**src/rtl/beta_regfile_mp.sv**
```systemverilog
// Parametrised multi-read-port register file: hardwired zero register, self-clearing reset sweep with busy flag.
// Define REGFILE_BYPASS_EN to forward same-cycle write data to matching read ports.
module beta_regfile_mp #(
  parameter  int WIDTH    = 32,
  parameter  int DEPTH    = 32,
  parameter  int NUM_RD   = 2,
  parameter  int ZERO_REG = DEPTH - 1,
  localparam int AW       = $clog2(DEPTH)
) (
  input  logic                    clk,
  input  logic                    rst,
  input  logic [NUM_RD*AW-1:0]    ra,
  output logic [NUM_RD*WIDTH-1:0] rd,
  input  logic                    we,
  input  logic [AW-1:0]           wa,
  input  logic [WIDTH-1:0]        wd,
  output logic                    busy
);

  typedef enum logic {CLEAR, RUN} state_e;

  state_e           state_q, state_d;
  logic [AW-1:0]    idx_q, idx_d;
  logic             busy_q, busy_d;
  logic [WIDTH-1:0] mem_q [DEPTH];

  logic             mem_we;
  logic [AW-1:0]    mem_wa;
  logic [WIDTH-1:0] mem_wd;
  logic             wr_ok;

  // A legal architectural write: not the zero register and inside the populated range.
  assign wr_ok = we && (wa != AW'(ZERO_REG)) && (int'(wa) < DEPTH);

  always_comb begin
    state_d = state_q;
    idx_d   = idx_q;
    busy_d  = busy_q;
    mem_we  = 1'b0;
    mem_wa  = wa;
    mem_wd  = wd;
    case (state_q)
      CLEAR: begin
        mem_we = 1'b1;
        mem_wa = idx_q;
        mem_wd = '0;
        idx_d  = idx_q + 1'b1;
        busy_d = 1'b1;
        if (idx_q == AW'(DEPTH - 1)) begin
          state_d = RUN;
          idx_d   = '0;
          busy_d  = 1'b0;
        end
      end
      RUN: begin
        mem_we = wr_ok;
        busy_d = 1'b0;
      end
      default: begin
        state_d = CLEAR;
        idx_d   = '0;
        busy_d  = 1'b1;
      end
    endcase
    // Reset wins over both a sweep step and an in-flight write.
    if (rst) mem_we = 1'b0;
  end

  always_ff @(posedge clk) begin
    if (rst) begin
      state_q <= CLEAR;
      idx_q   <= '0;
      busy_q  <= 1'b1;
    end else begin
      state_q <= state_d;
      idx_q   <= idx_d;
      busy_q  <= busy_d;
    end
  end

  always_ff @(posedge clk) begin
    if (mem_we) mem_q[mem_wa] <= mem_wd;
  end

  for (genvar i = 0; i < NUM_RD; i++) begin : g_rd
    logic [AW-1:0]    a;
    logic [WIDTH-1:0] rd_i;

    assign a = ra[i*AW +: AW];

    always_comb begin
      rd_i = '0;
      if (!busy_q && (a != AW'(ZERO_REG)) && (int'(a) < DEPTH)) begin
`ifdef REGFILE_BYPASS_EN
        if (wr_ok && (wa == a)) rd_i = wd;
        else                    rd_i = mem_q[a];
`else
        rd_i = mem_q[a];
`endif
      end
    end

    assign rd[i*WIDTH +: WIDTH] = rd_i;
  end

  assign busy = busy_q;

endmodule

```
**config.mk**
```make
export PLATFORM = sky130hd
export DESIGN_NAME = beta_regfile_mp
export DESIGN_NICKNAME = d
export VERILOG_FILES = /design/src/rtl/beta_regfile_mp.sv
export SDC_FILE = /design/constraint.sdc
export NUM_CORES = 1
export LEC_CHECK = 0
export BUFFER_PORTS_ARGS = -buffer_cell sky130_fd_sc_hd__buf_2
export CAP_MARGIN = 20
export CORE_MARGIN = 1.5
export CORE_UTILIZATION = 57
export CTS_CLUSTER_DIAMETER = 30
export DETAILED_ROUTE_END_ITERATION = 12
export PLACE_DENSITY = 0.77
export SLEW_MARGIN = 30
export SYNTH_ARGS = -nofsm -noshare
export SYNTH_HDL_FRONTEND = slang
export SYNTH_SLANG_ARGS = --single-unit
```
**constraint.sdc**
```tcl
create_clock -name clk -period 2.96 [get_ports clk]
set_input_delay 0.296 -clock clk [delete_from_list [all_inputs] [get_ports clk]]
set_output_delay 0.296 -clock clk [all_outputs]
set_load 0.005 [all_outputs]
```
[After elaboration in Yosys (flattened, before gate mapping)]
Memories as Yosys holds them, arrays and structs flattened.
Index checks and enable logic that the tools add are counted.
Operators by class
  add/sub/neg operators: 1
  eq/ne operators: 4
  muxes and demuxes: 13
  bitwise logic cells: 1
  reductions and logical operators: 4
Operators by type and width (number)
  $mux 32: 3
  $ne 5x5->1 const B: 3
  $mux 5: 2
  $mux 1: 6
  $add 5x1->5 const B: 1
  $eq 5x5->1 const B: 1
  $pmux 1 s2: 2
  $logic_and 1x1->1: 3
  $logic_not 1->1: 1
  $not 1->1: 1
Word-level totals
  bits in registers: 7
  memory bits (writable): 1024
  input port bits: 50
  output and inout port bits: 65
  word-level logic and storage cells: 27
  memories: 1
Memory list
  mem_q: depth 32, bits a word 32, rd ports 2, clocked after memory_dff 0, write ports 1, line 25  | logic [WIDTH-1:0] mem_q [DEPTH];

[Depth between registers and ports, before layout]
  depth in word-level cells: 6
  gate-level depth with buffers: 9
  depth with buffers taken out: 6

[Worst setup path after synthesis]
OpenSTA, ideal clock, no wires.
  path type: reg-to-reg
  start: register state_q
  end: memory mem_q[19][0] (enable)
  setup time: 0.421 ns
  data arrival time: 2.673 ns
  required time: 2.539 ns
  setup slack: -0.134 ns
  cell stages (with the launch flop): 6
  path buffers: 2
  clock period less this slack: 3.094 ns
  cells stage by stage: dfxtp_1 clkbuf_1 clkbuf_1 mux2i_1 nand2_1 nor2_1
On the way
  cells in the longest elaborated chain, start to end: 5
  elaborated cells between the ends (all ways): 6
  classes of those cells: mux: 5; bitwise: 1
RTL lines
  from (decl): line 22  | state_e state_q, state_d;
  from (signal assigned): line 75  | state_q <= state_d;
  $not 1->1
  $pmux 1 s2: line 42  | case (state_q)
  $mux 1: line 66  | if (rst) mem_we = 1'b0;
  $mux 1: line 82  | if (mem_we) mem_q[mem_wa] <= mem_wd;
  $mux 1 (not written as such): line 82
  to (decl): line 25
Several ways; a longest one is shown, not always the timed one.

==> qor.txt <==
core area -> 0.0850 mm²
Filler cells -> 5218
Synth async-reset ratio -> 0%
area grow syn2layout -> 18.5%
first-pass GRT wire length -> 212000 µm
vias -> 31000
Power per Cell Area -> 655 mW/mm²
Hold Crit Depth -> 3
Top Layer Used -> met4
Placement Rows -> 107
number of H-tree levels -> 4
failing checks -> negative setup slack
final setup skew -> 0.0190 ns
Antenna Cells -> 0
register bit total from synthesis -> 1031
HP Class -> in2reg
CTS tree -> yes
Worst-Skew Late Latency -> 0.76 ns
Routed Antenna Nets -> 0
die span in x -> 295 µm
clock sinks -> 1031
Worst Setup End Kind -> primary output
Clock transition at path regs -> 0.05 ns
Tcrit/Tclk final -> 102%
Net Sw Power -> 8.42 mW
WP data required -> 2.66 ns
f_max -> 333 MHz
number of CTS-inserted buffers -> 168
Root Driver -> clkbuf_16
post-route cell area -> 0.0578 mm²
syn nets -> 2794
yosys warns -> 0
Yosys cell types -> 46
syn_area_per_cell -> 17.8 µm²
DP Area -> 0.0520 mm²
Seq pwr share -> 42.2%
final wirelength -> 147000 µm
Int Power -> 29.4 mW
power share of the clock group -> 51.6%
final total power -> 37.8 mW
CP max stage delay -> 0.76 ns
clock tree buffer depth -> 3
wire per inst -> 34.4 µm
DR vias/cell -> 7.24
1st-pass router iterations -> 6
WL met2 -> 69200 µm
sequential share of the synthesized area -> 63.3%
share of layout cells above drive strength 1 -> 32.4%
crit path max-delay cell type -> a211oi_1
outcome -> finished with violations
GP Congestion -> 0.874
main flop type after synthesis -> edfxtp_1
final worst slack -> -0.0452 ns
VDD IR-drop max -> 612 µV
worst slew pin tran -> 1.02 ns
Net Sw Frac -> 22.3%
Post-synth EDFFs -> 1024
DRC violations left -> 0
Final #Nets -> 3049
vias in the first global route -> 32000
initial antenna violation count -> 2
iteration-0 DRC count of the detailed router -> 4223
Crit Path Max Fanout -> 2
gr ovfl total -> 0
Max Cap Viol -> 0
Startpoint Class -> register
largest net degree at the start of global routing -> 48
die height -> 295 µm
Post-Syn Area -> 0.0488 mm²
crit path DAT -> 2.71 ns
Post-DP HPWL -> 83500 µm
Initial Util -> 57.4%
Tot GR Track Use -> 34.2%
LEAKAGE -> 20.7 nW
R2R depth -> 5
Logic pwr share -> 6.1%
PortBufs -> 114
kind of critical path -> reg2out
Final setup viols -> 1
routed length on met3 -> 19300 µm
die area -> 0.0873 mm²
critical path, cell by cell -> mux4_2 > mux2i_1 > or2_2 > a211oi_1 > buf_2
max-slew violations -> 0
Final Hold Viols -> 0
Post-Route M1 WL -> 50100 µm
setup TNS -> -0.0452 ns
I/O pins -> 115
Slew headroom -> 31.8%
Post-Synthesis Cells -> 2742
minimum clock period -> 3.01 ns
RSZ-0062 raised after global routing -> no
Yosys cell counts, types with 4 or more instances:
cell | count | share of area (%)
a211oi_1 | 115 | 1.8
a211oi_2 | 13 | 0.33
a21oi_1 | 35 | 0.36
a221oi_1 | 96 | 1.7
a22oi_1 | 32 | 0.49
and2_1 | 64 | 0.82
buf_1 | 8 | 0.062
buf_2 | 37 | 0.38
buf_4 | 25 | 0.38
buf_6 | 52 | 1.2
buf_8 | 6 | 0.18
clkbuf_1 | 93 | 0.72
clkbuf_4 | 6 | 0.092
dfxtp_1 | 7 | 0.29
edfxtp_1 | 1024 | 63
mux2i_1 | 515 | 11
mux4_2 | 288 | 13
nand2_1 | 12 | 0.092
nand3_1 | 4 | 0.041
nor2_1 | 42 | 0.32
nor2b_1 | 5 | 0.064
o21ai_0 | 21 | 0.22
o21ai_1 | 14 | 0.14
o221ai_1 | 64 | 1.1
o22ai_1 | 65 | 0.83
or2_2 | 65 | 0.83
path summary, 6_finish.rpt:
path,start,end,slack [ns]
max,mem_q[1][25],rd[25],-0.05
min,wd[7],mem_q[5][7],0.22
max reg2reg,state_q,mem_q[28][14],0.51
min reg2reg,idx_q[2],idx_q[2],0.54
placed cells by master, fill, tap and decap left out, drive strengths merged, types with 2 or more instances in the layout:
cell,synthesis,layout
a211oi,128,128
a21o,2,2
a21oi,35,35
a221oi,96,96
a22oi,32,32
and2,65,65
and3,2,2
buf,130,311
bufinv,0,20
clkbuf,99,190
clkinv,0,64
clkinvlp,0,14
dfxtp,7,7
edfxtp,1024,1024
ha,2,2
inv,4,28
mux2i,515,515
mux4,288,288
nand2,12,12
nand2b,2,2
nand3,4,4
nand3b,3,3
nand4b,2,2
nor2,43,43
nor2b,5,5
nor3,3,3
o21ai,35,35
o21bai,3,3
o221ai,64,64
o22ai,65,65
or2,65,65
power by group through the flow:
stage	clock, mW	combinational [mW]	sequential, mW
6_report	19.5	2.32	16.0
4_1_cts	19.6	2.27	16.0
3_3_place_gp	0	2.21	16.2
2_1_floorplan	0	1.55	16.2
5_1_grt	20.2	2.39	16.0
3_5_place_dp	0	2.25	16.3
area by class of cell:
type | instances | area [µm²] | area share [%]
Sequential cell | 1031 | 30900 | 53.5
Multi-Input combinational cell | 1478 | 16700 | 29.0
Clock buffer | 188 | 4360 | 7.56
Timing Repair Buffer | 314 | 3000 | 5.20
Tap cell | 1144 | 1430 | 2.48
Clock inverter | 122 | 1340 | 2.31
Inverter | 4 | 15.0 | 0.0260
worst max-delay path: cells and delay by family, from the launching register on:
kind / cells / cell delay [ns]
and+or+nand+nor: 1 / 0.30
AOI/OAI and AO/OA: 1 / 0.76
buffers and inverters: 1 / 0.25
DFF: 1 / 0.35
muxes: 2 / 0.30
metrics by stage:
stage | hold slack [ns] | util, % | std cells | setup WS [ns]
detailed placement | 0.533 | 61.2 | 3970 | 0.0950
CTS | 0.171 | 67.9 | 4281 | 0.00659
floorplan | 0.483 | - | 2742 | -0.134
finish | 0.216 | 67.9 | 4281 | -0.0452
global placement | 0.502 | 61.2 | 3970 | 0.145
global route | 0.228 | 67.9 | 4281 | 0.0113
sequential cells by signal, summed over array words and instances (netlist names):
name / cells
busy: 1
idx_q: 5
mem_q: 1024
state_q: 1
layer usage:
metal  vias to the layer above  global-route usage [%]
met5                         -                       0
met4                         0                    18.9
met3                       570                    8.43
met2                      2567                    53.6
met1                     15600                    44.1
li1                      12200                       -
repair_timing:
item | in CTS | in global routing
resized for setup | 1 | 4
setup endpoints to repair | 1 | 4
hold buffers | 1 | 0
hold endpoints to repair | 7 | 0
buffers inserted | 0 | 0
logic make-up (layout without fill, tap and decap cells):
kind of cell	count (synthesis)	count (layout)	share of synthesized area, %
AND/OR/NAND/NOR	208	208	2.40
AO/OA/AOI/OAI	464	464	7.17
buffers and inverters	233	628	3.13
multiplexers	804	804	23.9
adder cells (fa/ha/maj)	2	2	0.0513
flip-flops	1031	1031	63.3
(Power assumes the default switching activity.)
